**src/rtl/spi_arbiter.sv**
```systemverilog
// Round-robin arbiter sharing one SPI byte master among NUM_REQ requesters, with burst lock.
// Define SPI_ARB_TIMEOUT_EN to abort a WAIT after TIMEOUT_CYCLES cycles without m_done.
module spi_arbiter #(
  parameter int NUM_REQ        = 4,
  parameter int TIMEOUT_CYCLES = 1024
) (
  input  logic                       clk,
  input  logic                       rst_n,
  input  logic [NUM_REQ-1:0]         req_valid,
  input  logic [8*NUM_REQ-1:0]       req_data,
  input  logic [NUM_REQ-1:0]         req_lock,
  output logic [NUM_REQ-1:0]         req_ready,
  output logic [NUM_REQ-1:0]         rsp_valid,
  output logic [7:0]                 rsp_data,
  output logic                       rsp_err,
  output logic                       m_start,
  output logic [7:0]                 m_tx_data,
  input  logic                       m_busy,
  input  logic                       m_done,
  input  logic [7:0]                 m_rx_data,
  output logic [$clog2(NUM_REQ)-1:0] cur_owner,
  output logic                       arb_busy
);

  localparam int IDX_W = $clog2(NUM_REQ);

  typedef enum logic [1:0] {IDLE, ISSUE, WAIT, RESP} state_t;

  state_t             state_reg;
  logic [IDX_W-1:0]   rr_ptr_reg;
  logic [IDX_W-1:0]   owner_reg;
  logic [NUM_REQ-1:0] req_ready_reg;
  logic [NUM_REQ-1:0] rsp_valid_reg;
  logic [7:0]         rsp_data_reg;
  logic               rsp_err_reg;
  logic               m_start_reg;
  logic [7:0]         tx_data_reg;

  logic [7:0]         req_byte [NUM_REQ];
  logic [IDX_W-1:0]   cand_idx [NUM_REQ];
  logic               found;
  logic [IDX_W-1:0]   winner;
  logic               lock_ok;
  logic [IDX_W-1:0]   next_ptr;
  logic               tmo_hit;

  // cand_idx[k] is the k-th requester visited when searching from rr_ptr
  for (genvar gi = 0; gi < NUM_REQ; gi++) begin : g_req
    assign req_byte[gi] = req_data[8*gi +: 8];
    assign cand_idx[gi] = IDX_W'((int'(rr_ptr_reg) + gi) % NUM_REQ);
  end

  always_comb begin
    found  = 1'b0;
    winner = '0;
    for (int i = 0; i < NUM_REQ; i++) begin
      if (!found && req_valid[cand_idx[i]]) begin
        found  = 1'b1;
        winner = cand_idx[i];
      end
    end
  end

  // A timed-out transfer never keeps its burst lock
  assign lock_ok  = req_lock[owner_reg] && req_valid[owner_reg] && !rsp_err_reg;
  assign next_ptr = (owner_reg == IDX_W'(NUM_REQ - 1)) ? '0 : owner_reg + IDX_W'(1);

`ifdef SPI_ARB_TIMEOUT_EN
  localparam int CNT_W = $clog2(TIMEOUT_CYCLES + 1);

  logic [CNT_W-1:0] tmo_cnt_reg;

  assign tmo_hit = (state_reg == WAIT) && (tmo_cnt_reg == CNT_W'(TIMEOUT_CYCLES - 1));

  always_ff @(posedge clk or negedge rst_n) begin
    if (!rst_n) begin
      tmo_cnt_reg <= '0;
    end else if (state_reg == WAIT && !m_done && !tmo_hit) begin
      tmo_cnt_reg <= tmo_cnt_reg + CNT_W'(1);
    end else begin
      tmo_cnt_reg <= '0;
    end
  end
`else
  assign tmo_hit = 1'b0;
`endif

  always_ff @(posedge clk or negedge rst_n) begin
    if (!rst_n) begin
      state_reg     <= IDLE;
      rr_ptr_reg    <= '0;
      owner_reg     <= '0;
      req_ready_reg <= '0;
      rsp_valid_reg <= '0;
      rsp_data_reg  <= 8'h00;
      rsp_err_reg   <= 1'b0;
      m_start_reg   <= 1'b0;
      tx_data_reg   <= 8'h00;
    end else begin
      req_ready_reg <= '0;
      rsp_valid_reg <= '0;
      m_start_reg   <= 1'b0;
      case (state_reg)
        IDLE: begin
          if (found && !m_busy) begin
            req_ready_reg <= NUM_REQ'(1) << winner;
            owner_reg     <= winner;
            tx_data_reg   <= req_byte[winner];
            state_reg     <= ISSUE;
          end
        end
        ISSUE: begin
          m_start_reg <= 1'b1;
          state_reg   <= WAIT;
        end
        WAIT: begin
          if (m_done) begin
            rsp_data_reg  <= m_rx_data;
            rsp_err_reg   <= 1'b0;
            rsp_valid_reg <= NUM_REQ'(1) << owner_reg;
            state_reg     <= RESP;
          end else if (tmo_hit) begin
            rsp_data_reg  <= 8'h00;
            rsp_err_reg   <= 1'b1;
            rsp_valid_reg <= NUM_REQ'(1) << owner_reg;
            state_reg     <= RESP;
          end
        end
        RESP: begin
          if (lock_ok) begin
            req_ready_reg <= NUM_REQ'(1) << owner_reg;
            tx_data_reg   <= req_byte[owner_reg];
            state_reg     <= ISSUE;
          end else begin
            rr_ptr_reg  <= next_ptr;
            tx_data_reg <= 8'h00;
            state_reg   <= IDLE;
          end
        end
        default: state_reg <= IDLE;
      endcase
    end
  end

  assign req_ready = req_ready_reg;
  assign rsp_valid = rsp_valid_reg;
  assign rsp_data  = rsp_data_reg;
  assign rsp_err   = rsp_err_reg;
  assign m_start   = m_start_reg;
  assign m_tx_data = tx_data_reg;
  assign cur_owner = owner_reg;
  assign arb_busy  = (state_reg != IDLE);

endmodule
```
**config.mk**
```make
export PLATFORM = sky130hd
export DESIGN_NAME = spi_arbiter
export DESIGN_NICKNAME = d
export VERILOG_FILES = /design/src/rtl/spi_arbiter.sv
export SDC_FILE = /design/constraint.sdc
export NUM_CORES = 1
export LEC_CHECK = 0
export CAP_MARGIN = 25
export CORE_MARGIN = 10
export CORE_UTILIZATION = 30
export DETAILED_ROUTE_END_ITERATION = 8
export DONT_BUFFER_PORTS = 1
export REMOVE_ABC_BUFFERS = 1
export SYNTH_ARGS = -nofsm -noshare
export SYNTH_HDL_FRONTEND = slang
export SYNTH_SLANG_ARGS = --single-unit
```
**constraint.sdc**
```tcl
create_clock -name clk -period 2.5 [get_ports clk]
set_input_delay 0.375 -clock clk [delete_from_list [all_inputs] [get_ports clk]]
set_output_delay 0.375 -clock clk [all_outputs]
set_load 0.02 [all_outputs]
```
==> impl_metrics.yaml <==
detailed_routing:
  wire_per_inst_um: 19.91
  drc_errors: 0
  vias: 1386
  firstDrtPassIters: 4
  ant_nets: 0
  vias_per_cell: 5.331
  drt_iter0_drc: 52
  drt_wl_total_um: 5176
timing:
  tightest_slew_ns: 0.9337
  finalSetupViolCount: 0
  fin_setup_tns_ns: 0
  max_freq_mhz: 482.8
  period_share_pct: 82.86
  rsz0062_at_grt: "false"
  skew_ns: 0.002557
  min_period_ns: 2.071
  slew_viol_final: 0
  hold_violations: 0
  slew_headroom_pct: 37.62
layout:
  final_area_um2: 2241
  final_common_cell: "dfrtp_1"
  antenna_cells: 0
  layout.nets: 241
  drive_above_1_share_pct: 27.22
  layout_common_cells: "dfrtp_1 (31), mux2i_1 (18), nand2_1 (15), mux2_2 (11)"
  area_growth_pct: 8.480
grt:
  grt_usage_pct: 9.397
  overflow: 0
  grt_max_degree: 32
  grt_pass1_wl_um: 7507
  antenna_found_initial: 0
  grt_pass1_vias: 1467
floorplan:
  initial_core_util_pct: 30.57
  core_um2: 6756
  io_pins: 81
  die_x_um: 103.0
  row_count: 30
  die_h_um: 103.0
  die_area_um2: 10600
placed_design:
  gp_congestion: 0.7850
  hpwl_um: 4090
  io_buffers: 0
  placed_cell_area_um2: 2123
setup_path:
  crit_chain: "inv_1 -> ha_1 -> o21ai_1 -> nor2b_1 -> nand2_8 -> o211ai_1"
  critPathMaxStageDelay_ns: 0.78
  cp_slowest_cell: "nor2b_1"
  cp-start-kind: "flop"
  critPathKind: "flop to flop"
  crit_path_end_kind: "flop"
  arrival_ns: 2.26
  crit_path_max_fanout: 9
  cp.required_ns: 2.69
outcome:
  status: "complete, no violations"
clocking:
  htreeDepth: 2
  cts_root_buf: "clkbuf_8"
  path_clk_slew_ns: 0.06
  cts_tree: "yes"
  cts_sinks: 31
  clk_latency_ns: 0.27
  cts_buffer_depth: 2
  numCtsBuffers: 5
power_and_ir_drop:
  max-vdd-ir-drop_uv: 660.4
  leakage_nw: 1.005
  power.density_nw_per_um2: 1337
synthesis:
  synth_edf_count: 0
  ys.flop_type: "dfrtp_1"
  syn_area_um2: 2066
  synth_cells: 174
  ys_seq_area_share_pct: 37.55
  avgSynthCellArea_um2: 11.87
  yosys_warnings: 0
  ys_ff_latch: 31
  async_flop_share_pct: 100.0
  synth_cell_types: 36
worst_hold_path:
  hold_class: "input port to flop"
job:
  drv_cap: 0
## power breakdown
| part | total, mW | leakage (nW) | internal, mW | switching (mW) |
|---|---|---|---|---|
| clock | 0.390 | 0.0470 | 0.216 | 0.174 |
| sequential | 1.10 | 0.391 | 0.715 | 0.390 |
| combinational | 1.50 | 0.567 | 0.717 | 0.783 |
## stage by stage
step / utilization (%) / power (mW) / setup WS [ns] / hold slack, ns / instances
finish: 33.17 / 2.995 / 0.4286 / 0.2473 / 260
global route: 33.17 / 3.219 / 0.2629 / 0.2265 / 260
CTS: 33.17 / 3.041 / 0.4033 / 0.2335 / 260
detailed placement: 31.43 / 2.615 / 0.4106 / 0.08119 / 251
global placement: 31.43 / 2.592 / 0.4785 / 0.08109 / 251
floorplan: - / 2.236 / 0.1177 / 0.07941 / 165
## worst max-delay path: cells and delay by family, from the launching register on
kind                       cells  cell delay, ns
and+or+nand+nor                2            0.92
adders and majority gates      1            0.22
buffers and inverters          1            0.11
AOI/OAI and AO/OA              2            0.33
DFF                            1            0.41
## kinds of logic (layout without fill, tap and decap cells)
family	after synthesis	in the layout	synth area share (%)
compound gates	26	26	10.36
fa+ha+maj	9	9	5.451
buf+inv	19	25	6.359
flops	31	31	37.55
mux	44	44	29.38
other cells	1	1	0.1815
simple gates	44	44	10.72
## per-layer routing
metal  GRT usage, %  vias to the layer above  wire length (um)
li1               -                      647                 -
met5              0                        -                 0
met4          4.278                        0                54
met2          14.04                       72              2241
met1          11.04                      665              2188
met3          4.692                        2               692
## synth_stat cells (all sizes together) (4+ instances only)
| master | n | area [um2] |
|---|---|---|
| and3 | 4 | 25.02 |
| buf | 5 | 51.29 |
| dfrtp | 31 | 775.7 |
| ha | 9 | 112.6 |
| inv | 10 | 37.54 |
| mux2 | 18 | 229.0 |
| mux2i | 18 | 180.2 |
| mux4 | 8 | 197.7 |
| nand2 | 16 | 76.32 |
| nand3 | 10 | 50.05 |
| nor2 | 8 | 30.03 |
| o211ai | 9 | 102.6 |
| o21ai | 5 | 25.02 |
## layout make-up
type                    count  area [um2]
clock buffers               6       82.58
clock inverters             1       5.005
flip-flops and latches     31       775.7
repair buffers              8       75.07
fillers                   672        4516
multi-input cells         124        1165
inverters                  10       37.54
well taps                  80       100.1
## path summary, 6_finish.rpt
path	endpoint	slack, ns	cells after the start	startpoint
max in group asynchronous	req_ready[1]	1.78	2	rst_n
min in group asynchronous	state_reg[1]	0.55	2	rst_n
worst max-delay path	m_tx_data[6]	0.43	6	state_reg[0]
worst min-delay path	rsp_data[3]	0.25	1	m_rx_data[3]
worst max register to register	m_tx_data[6]	0.43	6	state_reg[0]
worst min register to register	rr_ptr_reg[0]	0.53	2	rr_ptr_reg[0]
## timing repair
| action | in CTS | in global routing |
|---|---|---|
| hold endpoints to repair | 31 | 0 |
| resized for setup | 0 | 0 |
| hold buffers | 2 | 0 |
| setup buffers | 0 | 0 |
Note: power is estimated with default switching activity, not from simulation.
